File: src/rtl/pattern_generator_multi.sv
// Multi-mode animated test-pattern source: legacy border/box, colour bars, checkerboard,
// scrolling ramp, bouncing box and solid white, with mode and animation state latched at frame start.
module pattern_generator_multi #(
  parameter int WIDTH      = 800,
  parameter int HEIGHT     = 600,
  parameter int XW         = 10,
  parameter int BORDER     = 20,
  parameter int BOX        = 20,
  parameter int STEP       = 2,
  parameter int CHECK_LOG2 = 5
) (
  input  logic          pixelClk,
  input  logic          nReset,
  input  logic          vs,
  input  logic          de,
  input  logic [XW-1:0] pixelsX,
  input  logic [XW-1:0] pixelsY,
  input  logic [2:0]    mode,
  output logic [7:0]    r,
  output logic [7:0]    g,
  output logic [7:0]    b,
  output logic [7:0]    frameCount
);

  localparam logic [XW:0] STEP_C   = (XW+1)'(STEP);
  localparam logic [XW:0] BOX_C    = (XW+1)'(BOX);
  localparam logic [XW:0] X_LIM    = (XW+1)'(WIDTH - BOX);
  localparam logic [XW:0] Y_LIM    = (XW+1)'(HEIGHT - BOX);
  localparam logic [XW:0] BORDER_C = (XW+1)'(BORDER);
  localparam logic [XW:0] RIGHT_C  = (XW+1)'(WIDTH - BORDER);
  localparam logic [XW:0] BOTTOM_C = (XW+1)'(HEIGHT - BORDER);
  localparam logic [XW:0] CX_LO    = (XW+1)'((WIDTH/2 >= 10) ? WIDTH/2 - 10 : 0);
  localparam logic [XW:0] CX_HI    = (XW+1)'(WIDTH/2 + 10);
  localparam logic [XW:0] CY_LO    = (XW+1)'((HEIGHT/2 >= 10) ? HEIGHT/2 - 10 : 0);
  localparam logic [XW:0] CY_HI    = (XW+1)'(HEIGHT/2 + 10);
  localparam logic [XW:0] BAR1     = (XW+1)'(1*WIDTH/8);
  localparam logic [XW:0] BAR2     = (XW+1)'(2*WIDTH/8);
  localparam logic [XW:0] BAR3     = (XW+1)'(3*WIDTH/8);
  localparam logic [XW:0] BAR4     = (XW+1)'(4*WIDTH/8);
  localparam logic [XW:0] BAR5     = (XW+1)'(5*WIDTH/8);
  localparam logic [XW:0] BAR6     = (XW+1)'(6*WIDTH/8);
  localparam logic [XW:0] BAR7     = (XW+1)'(7*WIDTH/8);

  logic          last_vs;
  logic          sof;
  logic [2:0]    active_mode;
  logic [XW-1:0] box_x;
  logic [XW-1:0] box_y;
  logic          dir_x;
  logic          dir_y;
  logic [XW+1:0] next_x;
  logic [XW+1:0] next_y;
  logic [XW:0]   xe;
  logic [XW:0]   ye;
  logic [XW:0]   bxe;
  logic [XW:0]   bye;
  logic [7:0]    ramp;
  logic [23:0]   pix;

  assign sof  = ~last_vs & vs;
  assign xe   = {1'b0, pixelsX};
  assign ye   = {1'b0, pixelsY};
  assign bxe  = {1'b0, box_x};
  assign bye  = {1'b0, box_y};
  assign ramp = pixelsX[7:0] + frameCount;

  // Returns {new_dir, new_pos}; one extra bit keeps pos+STEP from wrapping.
  function automatic logic [XW+1:0] step_axis(input logic [XW:0] pos, input logic dir,
                                               input logic [XW:0] lim);
    logic [XW:0] sum;
    sum = pos + STEP_C;
    if (dir) begin
      if (sum >= lim) step_axis = {1'b0, lim};
      else            step_axis = {1'b1, sum};
    end else begin
      if (pos <= STEP_C) step_axis = {1'b1, {(XW+1){1'b0}}};
      else               step_axis = {1'b0, pos - STEP_C};
    end
  endfunction

  assign next_x = step_axis(bxe, dir_x, X_LIM);
  assign next_y = step_axis(bye, dir_y, Y_LIM);

  always_comb begin
    pix = 24'h202020;
    case (active_mode)
      3'd1: begin
        if      (xe < BAR1) pix = 24'hFFFFFF;
        else if (xe < BAR2) pix = 24'hFFFF00;
        else if (xe < BAR3) pix = 24'h00FFFF;
        else if (xe < BAR4) pix = 24'h00FF00;
        else if (xe < BAR5) pix = 24'hFF00FF;
        else if (xe < BAR6) pix = 24'hFF0000;
        else if (xe < BAR7) pix = 24'h0000FF;
        else                pix = 24'h000000;
      end
      3'd2: pix = (pixelsX[CHECK_LOG2] ^ pixelsY[CHECK_LOG2] ^ frameCount[5]) ? 24'hFFFFFF
                                                                              : 24'h000000;
      3'd3: pix = {ramp, ramp, ramp};
      3'd4: begin
        if (xe >= bxe && xe < bxe + BOX_C && ye >= bye && ye < bye + BOX_C)
          pix = 24'hFFFFFF;
      end
      3'd5: pix = 24'hFFFFFF;
      default: begin
        // Priority: centre box, then top/bottom bars, then the side bars.
        if (xe >= CX_LO && xe <= CX_HI && ye >= CY_LO && ye <= CY_HI) pix = 24'hFFFFFF;
        else if (ye < BORDER_C || ye >= BOTTOM_C)                     pix = 24'h0000FF;
        else if (xe < BORDER_C)                                       pix = 24'hFF0000;
        else if (xe >= RIGHT_C)                                       pix = 24'h00FF00;
      end
    endcase
  end

  always_ff @(posedge pixelClk or negedge nReset) begin
    if (!nReset) begin
      last_vs     <= 1'b1;
      active_mode <= 3'd0;
      frameCount  <= 8'd0;
      box_x       <= '0;
      box_y       <= '0;
      dir_x       <= 1'b1;
      dir_y       <= 1'b1;
    end else begin
      last_vs <= vs;
      if (sof) begin
        active_mode <= mode;
        frameCount  <= frameCount + 8'd1;
        box_x       <= next_x[XW-1:0];
        dir_x       <= next_x[XW+1];
        box_y       <= next_y[XW-1:0];
        dir_y       <= next_y[XW+1];
      end
    end
  end

  always_ff @(posedge pixelClk or negedge nReset) begin
    if (!nReset) begin
      {r, g, b} <= 24'h000000;
    end else begin
      {r, g, b} <= de ? pix : 24'h000000;
    end
  end

endmodule

File: config.mk
export PLATFORM = sky130hd
export DESIGN_NAME = pattern_generator_multi
export DESIGN_NICKNAME = d
export VERILOG_FILES = /design/src/rtl/pattern_generator_multi.sv
export SDC_FILE = /design/constraint.sdc
export NUM_CORES = 1
export LEC_CHECK = 0
export ABC_AREA = 1
export CAP_MARGIN = 25
export CORE_ASPECT_RATIO = 1.2
export CORE_MARGIN = 2
export CORE_UTILIZATION = 45
export CTS_BUF_LIST = sky130_fd_sc_hd__clkbuf_8 sky130_fd_sc_hd__clkbuf_16
export DETAILED_ROUTE_END_ITERATION = 12
export DONT_BUFFER_PORTS = 1
export GPL_TIMING_DRIVEN = 1
export PLACE_DENSITY = 0.69
export SLEW_MARGIN = 25
export SYNTH_ARGS = -nofsm -noshare
export SYNTH_HDL_FRONTEND = slang
export SYNTH_SLANG_ARGS = --single-unit
File: constraint.sdc
create_clock -name pixelClk -period 6 [get_ports pixelClk]
set_clock_uncertainty 0.2 [all_clocks]
set_input_delay 1.8 -clock pixelClk [delete_from_list [all_inputs] [get_ports pixelClk]]
set_output_delay 1.8 -clock pixelClk [all_outputs]
set_load 0.03 [all_outputs]
# --- Word level (Yosys, flattened, before mapping) ---
# Index checks and enable logic that the tools add are counted.
classes:
  addsub: 8
  order_cmp: 23
  eq_ne: 5
  mux: 21
  n_bitwise: 4
  reduce_logical: 7
op_table:
  columns: ["operator", "n"]
  rows:
  - ["$mux W24", 12]
  - ["$pmux W24 S5", 1]
  - ["$mux W12", 6]
  - ["$lt A10 B9 Y1 const B", 3]
  - ["$add A10 B2 Y11 const B", 2]
  - ["$add A10 B5 Y11 const B", 2]
  - ["$ge A11 B10 Y1 const B", 2]
  - ["$lt A10 B11 Y1", 2]
  - ["$mux W22", 1]
  - ["$sub A10 B2 Y11 const B", 2]
  - ["$ge A10 B10 Y1", 2]
  - ["$ge A10 B10 Y1 const B", 2]
  - ["$ge A10 B9 Y1 const B", 2]
  - ["$le A10 B2 Y1 const B", 2]
  - ["$le A10 B9 Y1 const B", 2]
  - ["$lt A10 B10 Y1 const B", 2]
  - ["$lt A10 B5 Y1 const B", 2]
  - ["$lt A10 B7 Y1 const B", 1]
  - ["$lt A10 B8 Y1 const B", 1]
  - ["$add A8 B1 Y8 const B", 1]
  - ["$add A8 B8 Y8", 1]
  - ["$mux W8", 1]
  - ["$eq A3 B2 Y1 const B", 2]
  - ["$eq A3 B3 Y1 const B", 2]
  - ["other kinds (6)", 12]
totals:
  regBits: 58
  in_bits: 27
  out_inout_bits: 32
  wordCells: 78

# --- Depth between registers and ports, before layout ---
# Gate-level depths: netlist (run 1).
depth:
  word_depth: 10
  mapped_depth: 21
  mapped_depth_nobuf: 19

# --- Least setup slack after synthesis (run 1) ---
# Ideal clock, no wire load.
synth_path:
  path_kind: "input to register"
  from: "input pixelsX[0]"
  to: "register b[4]"
  setup_time_ns: 0.072
  t_arrival_ns: 3.147
  t_required_ns: 5.728
  path_slack_ns: 2.580
  cell_stages: 11
  path_buffers: 0
  path_cell_list: "ha_1 > fa_1 > nand2_1 > a21oi_1 > o21ai_0 > nand2_1 > o21ai_0 > inv_2 > nand3_2 > nor2_1 > nor2_1"
synth_between:
  elab_chain_cells: 10
  word_cells_on_any_way: 32
  classes_between: "add/sub (1); order compare (12); mux (13); reduce/logical (6)"
synth_lines:
  columns: ["item", "line", "rtl"]
  rows:
  - ["from (decl)", "16", "input logic [XW-1:0] pixelsX,"]
  - ["$lt A10 B10 Y1", "94", "else if (xe < BAR7) pix = 24'h0000FF;"]
  - ["$mux W8", "94", null]
  - ["$mux W24", "93", "else if (xe < BAR6) pix = 24'hFF0000;"]
  - ["$mux W24", "92", "else if (xe < BAR5) pix = 24'hFF00FF;"]
  - ["$mux W24", "91", "else if (xe < BAR4) pix = 24'h00FF00;"]
  - ["$mux W24", "90", "else if (xe < BAR3) pix = 24'h00FFFF;"]
  - ["$mux W24", "89", "else if (xe < BAR2) pix = 24'hFFFF00;"]
  - ["$mux W24", "88", "if (xe < BAR1) pix = 24'hFFFFFF;"]
  - ["$pmux W24 S5 *", "86", "case (active_mode)"]
  - ["$mux W24 *", "141", "{r, g, b} <= de ? pix : 24'h000000;"]
  - ["to (signal assigned)", "141", null]
  - ["to (decl)", "21", "output logic [7:0] b,"]
# Every way passes the cells marked *; elsewhere a longest branch is shown, timed or not.
# A chain may end at the register's enable or synchronous reset.

# --- Worst setup path in the final report (run 1) ---
layout_path:
  from: "input vs"
  to: "register box_y[2]"
layout_between:
  elab_chain_cells: 1
layout_lines:
  columns: ["item", "line", "rtl"]
  rows:
  - ["from (decl)", "14", "input logic vs,"]
  - ["$and A1 B1 Y1", "60", "assign sof = ~last_vs & vs;"]
  - ["to (signal assigned)", "131", "box_y <= next_y[XW-1:0];"]
  - ["to (decl)", "48", "logic [XW-1:0] box_y;"]
# No other way between the ends.

==> results.md, run 1 <==
- Origin of the critical flop-to-flop path: box_y[2]
- Number of global-route vias before repair: 4649
- Top cells by area, synth: dfrtp_1, ha_1, nand2_1, nor2_1, xor2_1
- #FFs+latches synth: 56
- Core box area: 11040 um2
- Post-route insts no fill: 850
- Footprint of the multi-input gates: 3259 um2
- # Post-CTS Setup Buffers: 0
- Syn Nets: 810
- Cell taking the most area after synthesis: dfrtp_1
- Placed cell count: 842
- FF/Latch Area: 1405 um2
- Worst Hold Class: flip-flop to flip-flop
- Final Hold Vio Count: 0
- Clk sinks: 56
- Sum Neg Setup Slack: 0 ns
- Global-route wire length before repair: 21280 um
- Post-Syn Area: 5114 um2
- Vias: 4686
- Hold Path Origin: dir_x
- Cell Rows: 42
- H-tree levels: 2
- Max-cap violations: 0
- Mapped Avg Cell Area: 7.034 um2
- Finished Core Util: 48.37%
- VDD IR max: 147.8 uV
- WP data required: 6.04 ns
- RSZ-0062 raised after global routing: no
- Port Buffers: 0
- CTS Hold Bufs: 0
- CP Capture Type: flip-flop
- Worst slew pin tran: 0.8207 ns
- Worst R2R Path Depth: 18
- TritonCTS clock tree: done
- GR Util met2: 40.44%
- R2R Path End: b[2]
- Max Fclk: 283.2 MHz
- Final Max Slew Viols: 0
- Nets: 800
- Post-synthesis sequential area ratio: 27.48%
- DRT Pass-1 Iters: 5
- Die Span Y: 120.8 um
- GR Util met3: 3.179%
- Routed vias/inst: 5.513
- Post-synth top cells: nand2_1, nor2_1, inv_1
- Critical Path Start Type: input port
- Resized Gates After CTS: 0
- CP max FO: 20
- Antenna cells: 0
- Post-route antenna net violation count: 0
- Largest net degree at the start of global routing: 57
- GP Congestion: 0.9083
- Number of remaining DRC errors: 0
- Number of synthesized flops with an enable pin: 0
- CTS Root Cell: clkbuf_16
- Yosys cell types: 47
- CTS Buf Count: 5
- Post-synth top flop: dfrtp_1
- Die ar.: 12240 um2
- I/O pins: 59
- Fillers: 1088
- Initial Utilization: 46.34%
- Synth top area share: 25.94%
- Wire per inst: 14.91 um
- Layout cells sized above 1: 6.685%
- Mapped Cells: 727
- Grt met1 use: 24.17%
- WHS: 0.4070 ns
- Most frequent cell after synthesis: nand2_1
- # setup viols final: 0
- Dpl hpwl: 9943 um
- Crit Path Category: input port to flip-flop
- Die width: 101.3 um
- Hold endpoint: box_x[7]
- Max_slew headroom: 45.13%
- R2R setup slack: 2.88 ns
- Worst Hold Depth: 2
- Bufs on Longest Clock Path: 2
- Ys Warns: 0
- Pwr Density: 429.4 nW/um2
- All-Layer GR Usage: 21.49%
- Post-layout min period: 3.532 ns
- Grt ovf: 0
- Static Leak: 2.826 nW
- Arr. time, crit path: 3.57 ns
- Fin crit share: 58.86%
- CTS clk-pin slew, worst paths: 0.08 ns
- Area grow syn2layout: 4.380%
- Busiest grt layer: met2
- Clock Latency Late Sink: 0.30 ns
- Initial antenna violation count: 0
- Routed wire length: 12670 um
- Ys async rst share: 100.0%
- Status: complete, no violations
- Initial detailed-routing violation count: 235
==> through the flow <==
stage          total power [mW]  instance area [um2]  setup slack [ns]
4_1_cts                   2.300                 5338             2.451
5_1_grt                   2.527                 5338             2.232
2_1_floorplan             1.708                 5114             2.580
6_report                  2.292                 5338             2.468
3_3_place_gp              1.940                 5185             2.216
3_5_place_dp              1.975                 5185             2.141
==> placed cells by master, fill, tap and decap left out, types with 2 or more instances in the layout <==
cell type	n
nand2_1	178
nor2_1	81
inv_1	75
ha_1	55
dfrtp_1	53
nand3_1	38
a21oi_1	36
xor2_1	33
nand4_1	29
o21ai_0	26
inv_2	15
o21ai_1	13
nand3_2	7
xnor2_1	7
nor3_1	6
nand3b_1	6
clkbuf_16	5
nor2_2	4
o21a_1	4
a31oi_1	4
nor4_1	4
a22oi_1	4
a21o_1	3
nand2_2	3
dfstp_2	3
or2_1	2
o211ai_1	2
o31ai_1	2
==> cell families (layout without fill, tap and decap cells) <==
family,after synthesis,in the layout,synth area share (%)
flops,56,56,27.48
simple gates,365,365,32.03
fa+ha+maj,56,56,13.85
compound gates,100,100,11.01
xor+xnor,40,40,6.851
buf+inv,110,101,8.784
==> state kept, by name, indices dropped and copies added, names as in the netlist <==
signal,flops
r,8
dir_y,1
active_mode,3
box_x,9
last_vs,1
dir_x,1
frameCount,8
g,8
box_y,9
b,8
==> worst max-delay path, cell delays in order <==
cell and delay (ns):
inv_1 0.02, nor2_1 0.53, inv_1 0.51, a21oi_1 0.35, inv_1 0.09, a21oi_1 0.12
o21ai_1 0.07, o21ai_1 0.07
==> how the worst max path moves through the flow <==
stage | startpoint | endpoint | slack (ns) | cells after the start
2_1_floorplan | pixelsX[0] | b[4] | 2.58 | 11
3_3_place_gp | pixelsY[1] | b[0] | 2.22 | 12
3_5_place_dp | vs | box_x[8] | 2.14 | 8
4_1_cts | vs | box_y[2] | 2.45 | 8
5_1_grt | vs | box_y[2] | 2.23 | 8
6_report | vs | box_y[2] | 2.47 | 8
==> routing by layer <==
metal | routed length, um | vias up
li1 | - | 2361
met1 | 5059 | 2189
met2 | 6890 | 114
met3 | 466 | 22
met4 | 253 | 0
met5 | 0 | -
==> report_power, final <==
group / switching [mW] / internal (mW)
registers: 0.270 / 0.493
logic: 0.757 / 0.463
clock network: 0.151 / 0.159
==> cell type report <==
class	count	area share, %
well taps	132	3.094
multi-input cells	561	61.06
clock inverters	3	0.5157
inverters	92	6.517
clock buffers	5	2.344
repair buffers	1	0.1406
flip-flops and latches	56	26.32
Power figures use the tool's default switching activity.
==> run 2: changes to the inputs <==
clock period = 3.5 ns   (was 6 ns; I/O delays follow)
==> run 2 against run 1 <==
Via count increased by 0.51%. Routed wire length about the same. Die area unchanged. Utilization increased by 0.14 points. Global-route usage increased by 0.12 points. Cell count increased by 0.24%. First-iteration DRC count decreased by 10%. Critical path type is now flip-flop to flip-flop. Largest cell class unchanged. Highest routed layer unchanged.
==> results.md, run 2 (synthesis gave the netlist of run 1 again) <==
- Status: complete, no violations (unchanged)
- Initial detailed-routing violation count: 211 (was 235)
- Clock Latency Late Sink: 0.30 ns (about the same)
- Final worst slack: 0.3955 ns (was 2.468 ns)
- Max Fclk: 322.1 MHz
- Largest net degree at the start of global routing: 57 (unchanged)
- H-tree levels: 2 (unchanged)
- RSZ-0062 raised after global routing: no (unchanged)
- CTS clk-pin slew, worst paths: 0.08 ns (about the same)
- Most frequent cells in the layout: nand2_1, nor2_1, inv_1 (unchanged)
- Most used cell, CP: nand2_1 (was inv_1)
- Port Buffers: 0 (unchanged)
- Fillers: 1086 (was 1088)
- Vias: 4710 (was 4686)
- Arr. time, crit path: 3.13 ns (was 3.57 ns)
- Area grow syn2layout: 4.673% (was 4.380%)
- Die ar.: 12240 um2 (unchanged)
- Final Max Slew Viols: 0 (unchanged)
- WP data required: 3.53 ns (was 6.04 ns)
- Worst slew pin tran: 0.8323 ns (was 0.8207 ns)
- Worst Hold Class: input port to async pin (was flip-flop to flip-flop)
- # Post-CTS Setup Buffers: 0 (unchanged)
- Max-cap violations: 0 (unchanged)
- Placement Cell Area: 5200 um2 (was 5185 um2)
- R2R setup slack: 0.40 ns (was 2.88 ns)
- Biggest regs: box_x x9, box_y x9 (unchanged)
- Die width: 101.3 um (unchanged)
- CTS Hold Bufs: 0 (unchanged)
- Final instance area: 5353 um2 (was 5338 um2)
- CTS Buf Count: 5 (unchanged)
- Static Leak: 2.835 nW (was 2.826 nW)
- Die Span Y: 120.8 um (unchanged)
- Cell Rows: 42 (unchanged)
- # setup viols final: 0 (unchanged)
- Pwr Density: 728.8 nW/um2 (was 429.4 nW/um2)
- Critical Path Start Type: flip-flop (was input port)
- Routed wl met2: 6850 um (was 6890 um)
- Routed vias/inst: 5.528 (was 5.513)
- Worst Setup SP: box_y[3] (was vs)
- Nets: 802 (was 800)
- Routed wire length: 12680 um (was 12670 um)
- Grt ovf: 0 (unchanged)
- Layout cells sized above 1: 6.944% (was 6.685%)
- Resized Gates After CTS: 0 (unchanged)
- CP top delay family: simple AND/OR/NAND/NOR gates (was buffers and inverters)
- Worst setup path end: b[3] (was box_y[2])
- Wire per inst: 14.88 um (was 14.91 um)
- Routed wl met3: 469 um (was 466 um)
- CTS Root Cell: clkbuf_16 (unchanged)
- I/O pins: 59 (unchanged)
- Final Hold Vio Count: 0 (unchanged)
- Top sig layer: met4 (unchanged)
- Bufs on Longest Clock Path: 2 (unchanged)
- DRT Pass-1 Iters: 5 (unchanged)
- Initial Utilization: 46.34% (unchanged)
- Worst R2R Path Depth: 18 (unchanged)
- Commonest non-fill, non-tap cell in the layout: nand2_1 (unchanged)
- CP max stage delay: 0.48 ns (was 0.53 ns)
- Worst path slowest cell: dfrtp_1 (was nor2_1)
- Met1 WL: 4963 um (was 5059 um)
- Number of global-route vias before repair: 4701 (was 4649)
- Crit Path Category: flip-flop to flip-flop (was input port to flip-flop)
- Core box area: 11040 um2 (unchanged)
- CP max FO: 21 (was 20)
- VDD IR max: 208.2 uV (was 147.8 uV)
- GP Congestion: 0.9082 (was 0.9083)
- Post-route antenna net violation count: 0 (unchanged)
- TritonCTS clock tree: done (unchanged)
- Worst path depth: 18 (was 8)
- Sum Neg Setup Slack: 0 ns (unchanged)
- Initial antenna violation count: 0 (unchanged)
- CP Capture Type: flip-flop (unchanged)
- Fin crit share: 88.70%
- Antenna cells: 0 (unchanged)
- Footprint of the multi-input gates: 3259 um2 (unchanged)
- Place WS: 0.3768 ns (was 2.141 ns)
- All-Layer GR Usage: 21.61% (was 21.49%)
- Global-route wire length before repair: 21280 um (unchanged)
- Crit path cell chain: inv_2 > o21ai_0 > inv_1 > nor2_1 > nand2_1 > xor2_1 > ha_1 > nand2_1 > nand2_1 > nand2_1 > nand2_1 > nor2_2 > nand2_1 > nor2_2 > nand3_2 > nand3_2 > nor2_1 > nor2_1 (was inv_1 > nor2_1 > inv_1 > a21oi_1 > inv_1 > a21oi_1 > o21ai_1 > o21ai_1)
- R2R Path End: b[3] (was b[2])
- Clk sinks: 56 (unchanged)
- Post-layout min period: 3.104 ns
- Number of remaining DRC errors: 0 (unchanged)
- Max_slew headroom: 44.36% (was 45.13%)
- FF/Latch Area: 1405 um2 (unchanged)
- Dpl hpwl: 10040 um (was 9943 um)
- Crit path buf inv count: 2 (was 3)
- Origin of the critical flop-to-flop path: box_y[3] (was box_y[2])
==> run 2: changes by cell type in the layout (fill, tap and decap cells not counted) <==
cell	delta
buf_4	+2
==> run 2: worst register-to-register path: cells and delay by family, from the launching register on <==
family / cells / cell delay [ns]
and+or+nand+nor: 13 / 1.42
DFF: 1 / 0.48
adders and majority gates: 1 / 0.29
AOI/OAI and AO/OA: 1 / 0.29
buffers and inverters: 2 / 0.20
xor gates and xnor gates: 1 / 0.15
==> run 2: worst min-delay path by stage <==
| stage | cells past startpoint | slack [ns] | start | endpoint |
|---|---|---|---|---|
| finish | 0 | 0.24 | nReset | box_y[4] |
| detailed placement | 2 | 0.37 | box_x[2] | box_x[2] |
| global placement | 2 | 0.36 | box_x[2] | box_x[2] |
| floorplan | 2 | 0.32 | box_x[2] | box_x[2] |
| global route | 0 | 0.22 | nReset | b[3] |
| CTS | 0 | 0.23 | nReset | box_y[4] |
==> run 2: layout make-up <==
cell class	count	area share [%]
Multi-Input combinational cell	561	60.89
Sequential cell	56	26.25
Inverter	92	6.498
Tap cell	132	3.086
Clock buffer	5	2.338
Clock inverter	3	0.5143
Timing Repair Buffer	3	0.4208
==> run 2: per-stage QoR <==
stage	util [%]	instances	power (mW)	hold slack (ns)
floorplan	-	727	2.928	0.3242
global placement	47.12	844	3.301	0.3622
detailed placement	47.12	844	3.373	0.3706
CTS	48.50	852	3.923	0.2295
global route	48.50	852	4.316	0.2183
finish	48.50	852	3.901	0.2352
==> run 2: layer usage <==
layer  vias up  global-route usage [%]
met1      2193                   23.10
met4         0                   9.291
li1       2371                       -
met3        28                   3.121
met5         -                       0
met2       118                   41.14
==> run 2: power by group <==
| group | leakage [nW] | internal [mW] | switching, mW |
|---|---|---|---|
| sequential | 0.699 | 0.845 | 0.454 |
| clock | 0.0719 | 0.272 | 0.255 |
| combinational | 2.06 | 0.794 | 1.28 |
